File: config.mk
export PLATFORM = sky130hd
export DESIGN_NAME = down_timer
export DESIGN_NICKNAME = d
export VERILOG_FILES = /design/src/rtl/down_timer_pkg.sv /design/src/rtl/down_timer.sv
export SDC_FILE = /design/constraint.sdc
export NUM_CORES = 1
export LEC_CHECK = 0
export ABC_AREA = 1
export CAP_MARGIN = 5
export CORE_MARGIN = 8
export CORE_UTILIZATION = 54
export DETAILED_ROUTE_END_ITERATION = 7
export PLACE_DENSITY = 0.84
export SETUP_SLACK_MARGIN = 0.05
export SLEW_MARGIN = 40
export SYNTH_ARGS = -nofsm -noshare
export SYNTH_HDL_FRONTEND = slang
export SYNTH_SLANG_ARGS = --single-unit
File: constraint.sdc
create_clock -name clk -period 2.9 [get_ports clk]
set_clock_uncertainty 0.15 [all_clocks]
set_input_delay 0.725 -clock clk [delete_from_list [all_inputs] [get_ports clk]]
set_output_delay 0.725 -clock clk [all_outputs]
set_load 0.005 [all_outputs]
File: src/rtl/down_timer_pkg.sv
// Shared types and defaults for the down_timer block: FSM state encoding and counter width.
package down_timer_pkg;

    typedef enum logic [1:0] {
        IDLE = 2'd0,
        RUN  = 2'd1,
        DONE = 2'd2
    } state_t;

    localparam int DEFAULT_WIDTH = 8;

endpackage : down_timer_pkg

File: src/rtl/down_timer.sv
// Loadable down-counter: a load of L gives a done pulse L+1 cycles later with optional auto-reload.
// Loads are accepted only in IDLE (load_ready); all outputs are registered Moore outputs.
module down_timer
    import down_timer_pkg::*;
#(
    parameter int WIDTH = DEFAULT_WIDTH
) (
    input  logic             clk,
    input  logic             rst,
    input  logic             en,
    input  logic             abort,
    input  logic             reload,
    input  logic             load_valid,
    input  logic [WIDTH-1:0] load_val,
    output logic             load_ready,
    output logic [WIDTH-1:0] cnt,
    output logic             busy,
    output logic             done
);

    state_t           state, state_nxt;
    logic [WIDTH-1:0] cnt_nxt;
    logic [WIDTH-1:0] rld, rld_nxt;

    always_comb begin
        state_nxt = state;
        cnt_nxt   = cnt;
        rld_nxt   = rld;
        case (state)
            IDLE: begin
                if (load_valid) begin
                    rld_nxt   = load_val;
                    cnt_nxt   = load_val;
                    state_nxt = (load_val != '0) ? RUN : DONE;
                end
            end
            RUN: begin
                // cnt is never zero in RUN, so the <=1 test also guards against wrap
                if (en) begin
                    if (cnt <= WIDTH'(1)) begin
                        cnt_nxt   = '0;
                        state_nxt = DONE;
                    end else begin
                        cnt_nxt = cnt - WIDTH'(1);
                    end
                end
            end
            DONE: begin
                if (reload && (rld != '0)) begin
                    cnt_nxt   = rld;
                    state_nxt = RUN;
                end else begin
                    cnt_nxt   = '0;
                    state_nxt = IDLE;
                end
            end
            default: begin
                cnt_nxt   = '0;
                state_nxt = IDLE;
            end
        endcase
        if (abort) begin
            cnt_nxt   = '0;
            state_nxt = IDLE;
        end
    end

    always_ff @(posedge clk) begin
        if (rst) begin
            state      <= IDLE;
            cnt        <= '0;
            rld        <= '0;
            load_ready <= 1'b1;
            busy       <= 1'b0;
            done       <= 1'b0;
        end else begin
            state      <= state_nxt;
            cnt        <= cnt_nxt;
            rld        <= rld_nxt;
            load_ready <= (state_nxt == IDLE);
            busy       <= (state_nxt == RUN);
            done       <= (state_nxt == DONE);
        end
    end

`ifdef ASSERTS_SV
    a_run_nonzero : assert property (@(posedge clk) disable iff (rst)
        (state == RUN) |-> (cnt != '0));

    a_no_wrap : assert property (@(posedge clk) disable iff (rst)
        (state == RUN && en && !abort) |=> (cnt < $past(cnt)));

    a_done_one_cycle : assert property (@(posedge clk) disable iff (rst)
        done |=> !done);

    a_cnt_known : assert property (@(posedge clk) disable iff (rst)
        !$isunknown(cnt));

    a_hold_when_idle_en : assert property (@(posedge clk) disable iff (rst)
        (state == RUN && !en && !abort) |=> (state == RUN && cnt == $past(cnt)));
`endif

endmodule : down_timer

==> impl_metrics.ini, run 1 <==
[outcome]
status = complete, no violations

[worst_setup_path]
path_delay_family = buffers and inverters
cp_slowest_cell = clkdlybuf4s50_1
path_cells = clkdlybuf4s50_1
criticalPathCategory = reg -> out
required_ns = 2.03
slowest_delay_ns = 0.55
critPathLaunchType = flop
cp-end-kind = output port
path_max_fanout = 5
crit_buf_inv = 1
crit_arrival_ns = 1.35

[pwr]
ir_drop_mv = 0.367
p_sw_frac = 0.317
p_sw_mw = 0.199
seq_power_share = 0.508
power_leakage_nw = 0.670
clockPowerShare = 0.238
p_int_mw = 0.428
p_per_area_nw_per_um2 = 414
share_comb_of_total_power = 0.253

[floorplanning]
io_pins = 25
fp-row-count = 17
die_height_um = 63.8
core_um2 = 2190
start_util = 0.563
die_area_um2 = 4070
dieWidth_um = 63.8

[routing]
avgRoutedWirePerCell_um = 12.4
drc = 0
vias = 1293
drt_wl_total_um = 2990
first_pass_iters = 4
viasPerCell = 5.39
ant_nets = 0
dr.first_iter.drc_count = 95

[cells_and_area]
multiInputGateArea_um2 = 692
fillCellCount = 200
syn_to_final_growth_pct = 22.6
regArea_um2 = 420
fin_cells = 240
n_antenna_cell = 0
fin_area_um2 = 1510
final_cell_mix = nand2_1, clkdlybuf4s50_1, inv_1, dfxtp_1, nand3_1
final_common_cell = nand2_1
layout-drive-gt1-share = 0.108
nets = 229

[placed_design]
finalWeightedCongestion = 0.883
post-dp-hpwl_um = 2340
post-place-ws_ns = 0.684
placed_cell_area_um2 = 1490
post-place-cells = 236
portBuffers = 24

[global_routing]
grt_pass1_wl_um = 5300
antenna_found_initial = 0
grt_max_degree = 18
grt_overflow = 0
grt_pass1_vias = 1283
track_usage = 0.154

[job]
maxCapViolations = 0

[synthesis]
synth_fp_nets = 203
synth_seq_cells = 21
ys_warn_count = 0
synth_cells = 187
synth_area_leaders = dfxtp_1, nand2_1, nand3_1, inv_1, a21oi_1
synth_top_area_share = 0.341
yosysSeqAreaShare = 0.341
syn_avg_cell_area_um2 = 6.59
netlist_area_um2 = 1230
synth_cell_types = 23
synth_area_leader_cell = dfxtp_1

[sta]
period_minus_slack_ns = 2.23
final-setup-viol-count = 0
fin_tns_setup_ns = 0
fmax_mhz = 449
slew_headroom = 0.517
hold_violations = 0
worst_slew_pin_slew_ns = 0.721
setup_ws_ns = 0.671
drv_slew = 0
post-route-period-util = 0.769
rsz0062_at_grt = no

[cts]
htreeDepth = 1
cts_made_buffers = 3
cts.path.max_buffers = 2
clk_pin_slew_ns = 0.13
ctsHoldBuffers = 0
cts_resized = 0
postCtsSetupBuffers = 0
clk_latency_ns = 0.32
cts_tree = yes
cts_sinks = 21
cts_root_buf = clkbuf_4

[worst_hold_path]
hp-class = reg -> reg
## kinds of logic (layout without fill, tap and decap cells)
family,after synthesis,in the layout,synth area share
AND/OR/NAND/NOR,103,103,0.379
AO/OA/AOI/OAI,31,31,0.155
buffers and inverters,29,54,0.0975
adder cells (fa/ha/maj),2,2,0.0203
XOR/XNOR,1,1,0.00711
flip-flops,21,21,0.341
## metrics by stage
stage           util  total power, mW  hold slack (ns)
4_1_cts        0.690            0.628            0.332
6_report       0.690            0.626            0.330
3_3_place_gp   0.678            0.478            0.310
2_1_floorplan      -            0.427            0.294
3_5_place_dp   0.678            0.483            0.315
5_1_grt        0.690            0.665            0.349
## cell type report
type | count | share of cell area
inverter | 26 | 0.0646
sequential | 21 | 0.278
timing repair buffer | 24 | 0.159
tap | 28 | 0.0232
clock buffer | 4 | 0.0174
multi-input combinational | 137 | 0.458
## worst reg2reg max path, stage by stage, from the launching register on
cell,delay (ns)
dfxtp_1,0.36
nor2_1,0.56
inv_1,0.16
o22ai_4,0.33
inv_2,0.15
nand2_1,0.11
a21oi_1,0.06
## synthesized netlist by cell type
master	number
nand2_1	57
o21ai_0	7
o21ai_1	2
dfxtp_1	21
nand3_1	19
nor2_4	4
buf_4	3
a21oi_2	2
a21oi_1	16
o21bai_1	1
and3_1	1
ha_1	2
inv_1	22
o211ai_2	1
nor2_1	14
xnor2_1	1
inv_2	4
nand2_2	3
nand4_1	1
o21ai_2	1
nor2_2	3
nand3_2	1
o22ai_4	1
## state kept, by name (all words and copies together), names as in the netlist
name        cells
load_ready      1
busy            1
state           2
done            1
rld             8
cnt             8
## worst paths after layout
kind                            depth (start not counted)  slack (ns)           startpoint                  end
worst min-delay path                                    2        0.33  rld[2]$_SDFFE_PP0P_  rld[2]$_SDFFE_PP0P_
worst max register to register                          6        0.91  state[1]$_SDFF_PP0_  cnt[6]$_SDFFE_PP0P_
worst max-delay path                                    1        0.67  cnt[3]$_SDFFE_PP0P_               cnt[3]
worst min register to register                          2        0.33  rld[2]$_SDFFE_PP0P_  rld[2]$_SDFFE_PP0P_
## metal layers
| layer | vias up | part of all wire | GRT usage | routed length [um] |
|---|---|---|---|---|
| met5 | - | 0 | 0 | 0 |
| met4 | 0 | 0.015 | 0.0836 | 44 |
| met3 | 5 | 0.072 | 0.0523 | 215 |
| met2 | 43 | 0.49 | 0.269 | 1460 |
| met1 | 602 | 0.42 | 0.161 | 1270 |
| li1 | 643 | - | - | - |
## power by group through the flow
stage / combinational, mW / sequential, mW / clock (mW)
final: 0.159 / 0.318 / 0.149
after global routing: 0.180 / 0.320 / 0.165
after CTS: 0.159 / 0.318 / 0.152
after detailed placement: 0.158 / 0.324 / 0
after global placement: 0.154 / 0.324 / 0
after floorplan: 0.105 / 0.322 / 0
No activity file was read; power rests on OpenSTA's default activity.
==> inputs of run 2 (changes only) <==
Settings changed: CORE_UTILIZATION 54 to 45, PLACE_DENSITY 0.84 to 0.75.
Clock period 2.9 ns to 1.9 ns, I/O delays scaled along.
==> run 2 against run 1 <==
  * Via count is 5.2% lower
  * Largest cell class unchanged
  * Critical path depth stayed put
  * First-iteration DRC count is 61% lower
==> impl_metrics.ini, run 2 (same netlist as run 1, synthesis figures left out) <==
[cts]
cts_made_buffers = 3
cts_root_buf = clkbuf_4
cts_sinks = 21
htreeDepth = 1
clk_pin_slew_ns = 0.13
clk_latency_ns = 0.30
cts_tree = yes
cts.path.max_buffers = 2

[cells_and_area]
final_util = 0.633
final_common_cell = nand2_1
final_cell_mix = nand2_1, inv_1, clkdlybuf4s50_1, nand3_1, a21oi_1
syn_to_final_growth_pct = 38.0
nets = 245
largest_registers = cnt (8), rld (8), state (2)
layout-drive-gt1-share = 0.211
n_antenna_cell = 0

[sta]
slew_headroom = 0.807
whs_ns = 0.333
rsz0062_at_grt = no
setup_ws_ns = 0.0937
final-setup-viol-count = 0
worst_slew_pin_slew_ns = 0.290
period_minus_slack_ns = 1.81
fmax_mhz = 554
hold_violations = 0
fin_tns_setup_ns = 0
post-route-period-util = 0.951
drv_slew = 0

[routing]
drc = 0
dr.first_iter.drc_count = 37
drt_wl_total_um = 3090
ant_nets = 0
vias = 1226
first_pass_iters = 6
avgRoutedWirePerCell_um = 11.9
viasPerCell = 4.73

[worst_setup_path]
crit_arrival_ns = 1.18
crit_path_start = cnt[5]$_SDFFE_PP0P_
path_cells = clkdlybuf4s50_1
critPathLaunchType = flop
reg2reg_depth = 9
crit_buf_inv = 1
criticalPathCategory = reg -> out
r2r_setup_slack_ns = 0.25
path_delay_family = buffers and inverters
slowest_delay_ns = 0.50
cp-end-kind = output port
cp_num_cells = 1
path_max_fanout = 5
regToRegEndpoint = cnt[4]$_SDFFE_PP0P_
required_ns = 1.27
rr_startpoint = cnt[0]$_SDFFE_PP0P_
cp_slowest_cell = clkdlybuf4s50_1

[pwr]
seq_power_share = 0.486
share_comb_of_total_power = 0.289
ir_drop_mv = 0.451
p_int_mw = 0.676
p_sw_mw = 0.306
p_sw_frac = 0.312
power_leakage_nw = 0.820
p_per_area_nw_per_um2 = 578
clockPowerShare = 0.225

[placed_design]
post-place-ws_ns = 0.00405
finalWeightedCongestion = 0.820
post-dp-hpwl_um = 2480
portBuffers = 24

[worst_hold_path]
hp-class = reg -> reg
hold_end = rld[3]$_SDFFE_PP0P_
hold_depth = 2
hold_path.startpoint = rld[3]$_SDFFE_PP0P_

[global_routing]
grt_pass1_wl_um = 5040
antenna_found_initial = 0
grt_pass1_vias = 1177
track_usage = 0.139
grt_overflow = 0
grt_max_degree = 15

[floorplanning]
start_util = 0.459
dieWidth_um = 68.3
die_height_um = 68.3
fp-row-count = 19
io_pins = 25
die_area_um2 = 4670
core_um2 = 2690

[outcome]
status = complete, no violations

[job]
maxCapViolations = 0
==> run 2: power by group through the flow <==
stage	Combinational, mW	Sequential (mW)	Clock (mW)
final	0.284	0.478	0.221
after global routing	0.317	0.481	0.246
after CTS	0.275	0.481	0.222
after detailed placement	0.273	0.493	0
after global placement	0.268	0.492	0
after floorplan	0.160	0.492	0
==> run 2: stage by stage <==
stage,total power [mW],instances,area (um^2)
3_5_place_dp,0.766,252,1610
4_1_cts,0.978,256,1650
6_report,0.982,259,1700
2_1_floorplan,0.652,187,1230
5_1_grt,1.04,259,1700
3_3_place_gp,0.760,252,1610
==> run 2: layout make-up <==
cell class              count  area, um^2
flip-flops and latches     21         439
repair buffers             40         393
fillers                   277         986
clock buffers               3        22.5
well taps                  31        38.8
multi-input cells         137         704
inverters                  26        97.6
clock inverters             1        5.00
==> run 2: repair_timing <==
action / 4_1_cts / 5_1_grt
buffers inserted: 0 / 3
setup endpoints to repair: 6 / 12
gates resized for setup: 9 / 7
hold buffers: 0 / 0
pin swaps: 0 / 2
==> run 2: worst reg2reg max path: cells and delay by family, from the launching register on <==
kind                       cells  cell delay [ns]
AOI/OAI and AO/OA              2             0.28
DFF                            1             0.38
adders and majority gates      1             0.20
and+or+nand+nor                5             0.46
buffers and inverters          1             0.11
==> run 2: worst max-delay path by stage <==
stage,endpoint
global placement,load_ready$_SDFF_PP1_
global route,cnt[5]
finish,cnt[5]
CTS,cnt[3]
floorplan,cnt[7]$_SDFFE_PP0P_
detailed placement,load_ready$_SDFF_PP1_
==> run 2: routing by layer <==
layer	track usage	vias up	part of all wire
met1	0.163	530	0.47
met2	0.246	16	0.49
met4	0.0486	0	0.012
met5	0	-	0
met3	0.0245	4	0.026
li1	-	676	-
